==> config.mk <==
export PLATFORM = sky130hd
export DESIGN_NAME = uart_tx_param_flat
export DESIGN_NICKNAME = d
export VERILOG_FILES = /design/src/rtl/uart_pkg.sv /design/src/rtl/uart_tx_param_if.sv /design/src/rtl/uart_baud_gen.sv /design/src/rtl/uart_tx_param.sv /design/src/flat_wrapper.sv
export SDC_FILE = /design/constraint.sdc
export NUM_CORES = 1
export LEC_CHECK = 0
export ABC_AREA = 1
export CORE_ASPECT_RATIO = 1.5
export CORE_MARGIN = 2
export CORE_UTILIZATION = 25
export CTS_CLUSTER_DIAMETER = 30
export DETAILED_ROUTE_END_ITERATION = 8
export GPL_TIMING_DRIVEN = 0
export PLACE_DENSITY = 0.4
export SYNTH_ARGS = -nofsm -noshare
export SYNTH_HDL_FRONTEND = slang
export SYNTH_SLANG_ARGS = --single-unit
export TNS_END_PERCENT = 50
==> constraint.sdc <==
create_clock -name clk -period 1.5 [get_ports clk]
set_input_delay 0.45 -clock clk [delete_from_list [all_inputs] [get_ports clk]]
set_output_delay 0.45 -clock clk [all_outputs]
set_load 0.03 [all_outputs]
==> src/rtl/uart_pkg.sv <==
`default_nettype none
// ============================================================================
//  Module      : uart_pkg
//  Description : Shared types and constants for the UART transmit path.
//                Holds the transmitter state encoding, the parity mode
//                encoding, the default bit-period divisor and the helpers
//                that decode the parity select and compute a parity bit.
//  Revision    : 1.0 - initial release
// ============================================================================
package uart_pkg;

    typedef enum logic [2:0] {
        IDLE   = 3'd0,
        START  = 3'd1,
        DATA   = 3'd2,
        PARITY = 3'd3,
        STOP   = 3'd4
    } uart_tx_state_t;

    typedef enum logic [1:0] {
        PAR_NONE = 2'b00,
        PAR_EVEN = 2'b01,
        PAR_ODD  = 2'b10
    } uart_parity_t;

    // 100 MHz system clock / 9600 baud
    localparam int UART_DEFAULT_DIVISOR = 10416;

    // Select code 2'b11 is reserved and behaves as "no parity".
    function automatic uart_parity_t decode_parity(input logic [1:0] sel);
        case (sel)
            2'b01:   return PAR_EVEN;
            2'b10:   return PAR_ODD;
            default: return PAR_NONE;
        endcase
    endfunction

    // Words narrower than 8 bits are zero-extended by the caller; the
    // extra zeros do not change the XOR.
    function automatic logic calc_parity(input logic [7:0] data, input uart_parity_t mode);
        return (^data) ^ (mode == PAR_ODD);
    endfunction

endpackage
`default_nettype wire

==> src/rtl/uart_tx_param_if.sv <==
`default_nettype none
// ============================================================================
//  Module      : uart_tx_param_if
//  Description : Word-level handshake between a transmit data source and
//                the UART transmitter.
//                  tx_valid   : source has a word on tx_data
//                  tx_ready   : transmitter can accept a word (IDLE only)
//                  tx_data    : DATA_BITS-wide word, captured at accept
//                  parity_sel : per-frame parity mode, captured at accept
//                master = data source, slave = transmitter.
//  Revision    : 1.0 - initial release
// ============================================================================
interface uart_tx_param_if
    import uart_pkg::*;
#(
    parameter int DATA_BITS = 8
);
    logic                 tx_valid;
    logic                 tx_ready;
    logic [DATA_BITS-1:0] tx_data;
    logic [1:0]           parity_sel;

    modport master (
        output tx_valid,
        output tx_data,
        output parity_sel,
        input  tx_ready
    );

    modport slave (
        input  tx_valid,
        input  tx_data,
        input  parity_sel,
        output tx_ready
    );

endinterface
`default_nettype wire

==> src/rtl/uart_baud_gen.sv <==
`default_nettype none
// ============================================================================
//  Module      : uart_baud_gen
//  Description : Bit-period counter shared by the UART transmitter and
//                receiver. Counts 0..DIVISOR-1 while enabled and raises
//                tick on the last cycle of every bit period.
//  Ports       : clk   - clock, rising edge
//                reset - synchronous, active-low
//                clr   - restart the bit period (counter to 0)
//                en    - count; when low the counter holds its value
//                tick  - last cycle of the current bit period
//  Revision    : 1.0 - initial release
// ============================================================================
module uart_baud_gen
    import uart_pkg::*;
#(
    parameter int DIVISOR = UART_DEFAULT_DIVISOR
) (
    input  logic clk,
    input  logic reset,
    input  logic clr,
    input  logic en,
    output logic tick
);

    localparam int            CW     = (DIVISOR > 1) ? $clog2(DIVISOR) : 1;
    localparam logic [CW-1:0] C_LAST = CW'(DIVISOR - 1);

    logic [CW-1:0] r_cnt;

    always_ff @(posedge clk) begin
        if (!reset) begin
            r_cnt <= '0;
        end else if (clr) begin
            r_cnt <= '0;
        end else if (en) begin
            r_cnt <= (r_cnt == C_LAST) ? '0 : r_cnt + CW'(1);
        end
    end

    assign tick = en && !clr && (r_cnt == C_LAST);

endmodule
`default_nettype wire

==> src/rtl/uart_tx_param.sv <==
`default_nettype none
// ============================================================================
//  Module      : uart_tx_param
//  Description : Parametrised UART transmitter. Accepts one word per
//                valid/ready handshake and sends it LSB first framed by a
//                start bit, an optional parity bit and STOP_BITS stop bits.
//  Ports       : clk     - clock, rising edge
//                reset   - synchronous, active-low
//                bus     - slave side of uart_tx_param_if
//                          (tx_valid, tx_ready, tx_data, parity_sel)
//                TxD     - serial line, idle high
//                tx_busy - frame in progress
//                tx_done - one-cycle pulse after the last stop bit
//  Config      : `UART_TX_PARITY_EN - when defined, the PARITY state is
//                built and parity_sel is honoured; otherwise every frame is
//                sent without parity and parity_sel is ignored.
//  Revision    : 1.0 - initial release
// ============================================================================
module uart_tx_param
    import uart_pkg::*;
#(
    parameter int DIVISOR   = UART_DEFAULT_DIVISOR,
    parameter int DATA_BITS = 8,
    parameter int STOP_BITS = 1
) (
    input  logic            clk,
    input  logic            reset,
    uart_tx_param_if.slave  bus,
    output logic            TxD,
    output logic            tx_busy,
    output logic            tx_done
);

    localparam int             BCW         = $clog2(DATA_BITS + 1);
    localparam logic [BCW-1:0] C_LAST_DATA = BCW'(DATA_BITS - 1);
    localparam logic [BCW-1:0] C_LAST_STOP = BCW'(STOP_BITS - 1);

    uart_tx_state_t       r_state,   w_state_next;
    logic [DATA_BITS-1:0] r_shift,   w_shift_next;
    logic [BCW-1:0]       r_bit_cnt, w_bit_cnt_next;
    logic                 r_txd,     w_txd_next;
    logic                 r_ready;
    logic                 r_busy;
    logic                 r_done,    w_done_next;
    logic                 w_accept;
    logic                 w_tick;

    // r_ready is high exactly when the FSM is in IDLE, so the accept term
    // never feeds tx_ready back combinationally.
    assign w_accept = bus.tx_valid & r_ready;

    // Restarting the counter at accept makes the start bit a full period
    // regardless of where the counter was left.
    uart_baud_gen #(
        .DIVISOR (DIVISOR)
    ) u_baud_gen (
        .clk   (clk),
        .reset (reset),
        .clr   (w_accept),
        .en    (r_state != IDLE),
        .tick  (w_tick)
    );

`ifdef UART_TX_PARITY_EN
    logic r_par_en;
    logic r_par_bit;

    // Parity is fixed at accept from the word being sent, so later changes
    // on tx_data/parity_sel cannot corrupt the frame in flight.
    always_ff @(posedge clk) begin
        if (!reset) begin
            r_par_en  <= 1'b0;
            r_par_bit <= 1'b0;
        end else if (w_accept) begin
            r_par_en  <= (decode_parity(bus.parity_sel) != PAR_NONE);
            r_par_bit <= calc_parity(8'(bus.tx_data), decode_parity(bus.parity_sel));
        end
    end
`else
    logic w_unused_parity_sel;
    assign w_unused_parity_sel = ^bus.parity_sel;
`endif

    // Next-state and next-output logic. TxD is registered, so the value
    // for the state being entered is computed here.
    always_comb begin
        w_state_next   = r_state;
        w_shift_next   = r_shift;
        w_bit_cnt_next = r_bit_cnt;
        w_txd_next     = r_txd;
        w_done_next    = 1'b0;

        case (r_state)
            IDLE: begin
                w_txd_next = 1'b1;
                if (w_accept) begin
                    w_state_next = START;
                    w_shift_next = bus.tx_data;
                    w_txd_next   = 1'b0;
                end
            end

            START: begin
                if (w_tick) begin
                    w_state_next   = DATA;
                    w_bit_cnt_next = '0;
                    w_txd_next     = r_shift[0];
                end
            end

            DATA: begin
                if (w_tick) begin
                    if (r_bit_cnt == C_LAST_DATA) begin
                        w_state_next   = STOP;
                        w_bit_cnt_next = '0;
                        w_txd_next     = 1'b1;
`ifdef UART_TX_PARITY_EN
                        if (r_par_en) begin
                            w_state_next = PARITY;
                            w_txd_next   = r_par_bit;
                        end
`endif
                    end else begin
                        w_shift_next   = r_shift >> 1;
                        w_bit_cnt_next = r_bit_cnt + BCW'(1);
                        w_txd_next     = w_shift_next[0];
                    end
                end
            end

`ifdef UART_TX_PARITY_EN
            PARITY: begin
                if (w_tick) begin
                    w_state_next   = STOP;
                    w_bit_cnt_next = '0;
                    w_txd_next     = 1'b1;
                end
            end
`endif

            STOP: begin
                w_txd_next = 1'b1;
                if (w_tick) begin
                    if (r_bit_cnt == C_LAST_STOP) begin
                        w_state_next = IDLE;
                        w_done_next  = 1'b1;
                    end else begin
                        w_bit_cnt_next = r_bit_cnt + BCW'(1);
                    end
                end
            end

            default: begin
                w_state_next = IDLE;
                w_txd_next   = 1'b1;
            end
        endcase
    end

    always_ff @(posedge clk) begin
        if (!reset) begin
            r_state   <= IDLE;
            r_shift   <= '0;
            r_bit_cnt <= '0;
            r_txd     <= 1'b1;
            r_ready   <= 1'b1;
            r_busy    <= 1'b0;
            r_done    <= 1'b0;
        end else begin
            r_state   <= w_state_next;
            r_shift   <= w_shift_next;
            r_bit_cnt <= w_bit_cnt_next;
            r_txd     <= w_txd_next;
            r_ready   <= (w_state_next == IDLE);
            r_busy    <= (w_state_next != IDLE);
            r_done    <= w_done_next;
        end
    end

    assign bus.tx_ready = r_ready;
    assign TxD          = r_txd;
    assign tx_busy      = r_busy;
    assign tx_done      = r_done;

endmodule
`default_nettype wire
==> src/flat_wrapper.sv <==
// flat-port wrapper written by rule: the top's interface ports become plain ports
module uart_tx_param_flat import uart_pkg::*;
#(
    parameter int DIVISOR   = UART_DEFAULT_DIVISOR,
    parameter int DATA_BITS = 8,
    parameter int STOP_BITS = 1
)
  (clk, reset, TxD, tx_busy, tx_done, bus_tx_valid, bus_tx_data, bus_parity_sel, bus_tx_ready);
  uart_tx_param_if #(.DATA_BITS(DATA_BITS)) bus_i ();
  input  logic clk;
  input  logic reset;
  output logic TxD;
  output logic tx_busy;
  output logic tx_done;
  input wire logic [$bits(bus_i.tx_valid)-1:0] bus_tx_valid;
  input wire logic [$bits(bus_i.tx_data)-1:0] bus_tx_data;
  input wire logic [$bits(bus_i.parity_sel)-1:0] bus_parity_sel;
  output wire logic [$bits(bus_i.tx_ready)-1:0] bus_tx_ready;
  assign bus_i.tx_valid = bus_tx_valid;
  assign bus_i.tx_data = bus_tx_data;
  assign bus_i.parity_sel = bus_parity_sel;
  assign bus_tx_ready = bus_i.tx_ready;
  uart_tx_param #(.DIVISOR(DIVISOR), .DATA_BITS(DATA_BITS), .STOP_BITS(STOP_BITS)) u_core (.clk(clk), .reset(reset), .bus(bus_i), .TxD(TxD), .tx_busy(tx_busy), .tx_done(tx_done));
endmodule
==> run summary <==
sequential share of power = 49.3%
RSZ-0062 raised after global routing = yes
vias in the first global route = 1634
Worst-Skew Late Latency = 0.29 ns
multiplexer area fraction after synthesis = 0%
Final WS setup = 0.0496 ns
crit share post-route = 96.7%
Net count, final = 315
P_leak = 0.000995 uW
H-tree levels = 2
Tot GR Track Use = 12.1%
initial DRC count = 56
Worst Path Buf+Inv = 1
number of port buffers = 13
DRC viols = 0
post-synthesis cell count = 263
slowest cell on the critical path = dfxtp_2
VDD IR max = 303 uV
final core utilization = 35.2%
CP Launch Type = register
CTS root buffer = clkbuf_8
crit-path most repeated cell = nor2_4
Inserted Diodes = 0
hpwl dp = 3180 um
grt ovf = 0
post-route ant nets = 0
hold_ws = 0.459 ns
Routed WL = 4320 um
initial antenna violation count = 0
Slew HR = 78.1%
internal power = 1360 uW
crit-path max FO = 7
worst-margin pin slew = 0.327 ns
P per Cell Area = 779 nW/um^2
total die area = 7770 sq um
Compound-Gate Fraction of Synth Area = 9.27%
outcome = completed
FP Rows = 37
YS warnings = 0
Req. time, crit path = 1.72 ns
Comb pwr share = 15.3%
Synth Area in Adders = 2.12%
Starting Density = 25.8%
via total after detailed routing = 1676
cell family with most CP delay = simple AND/OR/NAND/NOR gates
# Max-Cap Violations = 0
simple-gate area share of the yosys netlist = 40.8%
core box area = 6850 sq um
XOR/XNOR Fraction of Synth Area = 1.98%
Die H = 107 um
WL/cell = 11.4 um
Async S/R FF share, synth = 0%
vias per cell = 4.43
Achievable Freq = 689 MHz
Worst Clk Skew = 0.00516 ns
synthesized area = 1770 sq um
# setup viols final = 0
io pins = 17
CP endpoint kind = register
Cell variety after synth = 30
WP data arrival = 1.67 ns
GPL Wtd Cong = 0.822
switching pwr = 513 uW
pin count of the biggest net entering global routing = 11
first-pass GRT wire length = 7310 um
TritonCTS clock tree = yes
mean post-synth cell area = 6.72 sq um
largest family of logic cells by synthesized area = simple AND/OR/NAND/NOR gates
drt pass-1 iters = 4
CP Class = reg2reg
synthesized flop and latch total = 33
CP Cell Sequence = nor2_4 -> nand2_1 -> nor2_4 -> nand3_4 -> nand2_8 -> buf_4 -> nand3_1 -> a21oi_1
Hold Fails Final Rpt = 0
CTS Buf Count = 5
most common cell after layout, fill and taps aside = nand2_1
ys flop type = dfxtp_1
worst-case clock buffer depth = 2
clock slew at reported path FFs = 0.07 ns
EDFF count, synth = 0
synthesis-to-layout area growth = 36.4%
pre-CTS WS = -0.543 ns
Clock power frac = 35.4%
Seq/Total Area, Yosys = 37.4%
Final Critical Period = 1.45 ns
max-slew violations = 0
Num Clock Sinks = 33
most frequent cells in the layout = 64 x nand2_1, 27 x inv_1, 23 x dfxtp_1, 22 x nand3_1, 21 x nor2_1
setup TNS = 0 ns
hold crit path type = in2reg
Die Wd = 72.7 um
crit-path max cell delay = 0.36 ns
fraction of layout cells with a size suffix above 1 = 30.7%
Switching Share = 27.3%
Net Count, Synth = 279
## registers in the layout, indices dropped and copies added (netlist names)
| name | count |
|---|---|
| u_core.u_baud_gen.r_cnt | 14 |
| u_core.r_shift | 8 |
| u_core.r_bit_cnt | 4 |
| u_core.r_state | 3 |
| u_core.TxD | 1 |
| u_core.bus.tx_ready | 1 |
| u_core.tx_busy | 1 |
| u_core.tx_done | 1 |
## through the flow
stage          std cells  cell area, sq um  power [uW]
3_3_place_gp         354              2000        1180
5_1_grt              378              2410        1980
2_1_floorplan        263              1770        1100
3_5_place_dp         354              2000        1180
6_report             378              2410        1880
4_1_cts              373              2270        1910
## what timing repair did
action,4_1_cts,5_1_grt
hold buffers,0,0
buffers inserted,11,5
endpoints found under the setup margin,34,34
pin swaps,10,9
gates resized for setup,28,37
## cell families (layout without fill, tap and decap cells)
logic type	after synthesis	in the layout
AO/OA/AOI/OAI	29	29
buffers and inverters	39	76
adder cells (fa/ha/maj)	3	3
AND/OR/NAND/NOR	155	155
flip-flops	33	33
XOR/XNOR	4	4
## final timing paths
path                               start                  end  slack [ns]  cells past startpoint
min                                reset  u_core.bus.tx_ready        0.46                      2
max reg2reg  u_core.u_baud_gen.r_cnt[10]    u_core.r_shift[2]        0.05                      8
max          u_core.u_baud_gen.r_cnt[10]    u_core.r_shift[2]        0.05                      8
min reg2reg            u_core.r_shift[3]    u_core.r_shift[3]        0.46                      2
## cell type report
class	instances	area, sq um
flip-flops and latches	33	676
fillers	738	4440
clock inverters	2	10.0
well taps	78	97.6
multi-input cells	191	1130
plain buffers	2	10.0
clock buffers	6	72.6
inverters	37	146
repair buffers	29	270
## cell usage after synthesis (2+ instances only)
library cell  number  area share (%)
nor3_1             4             1.1
nor2_2             5             1.8
ha_1               3             2.1
or2_2              2            0.71
xnor2_1            2            0.99
nor2_4             2             1.3
inv_1             28             5.9
nor3_2             2             1.1
dfxtp_1           33              37
a21oi_1           17             4.8
nand4_1            2            0.71
nor2_1            33             7.0
nand2_4            2             1.3
o21ai_1            3            0.85
inv_2              9             1.9
nand3_1           27             7.6
buf_2              2            0.57
xor2_1             2            0.99
nand2_2            4             1.4
nand2_1           70              15
o21ai_0            2            0.57
## metal layers
| layer | vias to the layer above | track usage [%] | wire length (um) | part of all wire (%) |
|---|---|---|---|---|
| met1 | 731 | 12.8 | 1790 | 42 |
| met3 | 11 | 2.73 | 122 | 2.8 |
| met2 | 25 | 21.6 | 2250 | 52 |
| met5 | - | 0 | 0 | 0 |
| li1 | 909 | - | - | - |
| met4 | 0 | 6.61 | 148 | 3.4 |
## power groups by stage
stage	clock network, uW	registers, uW	logic, uW
final	664	926	287
after global routing	736	929	319
after CTS	697	928	290
after detailed placement	0	948	230
after global placement	0	948	231
after floorplan	0	960	140
Power figures use the tool's default switching activity.
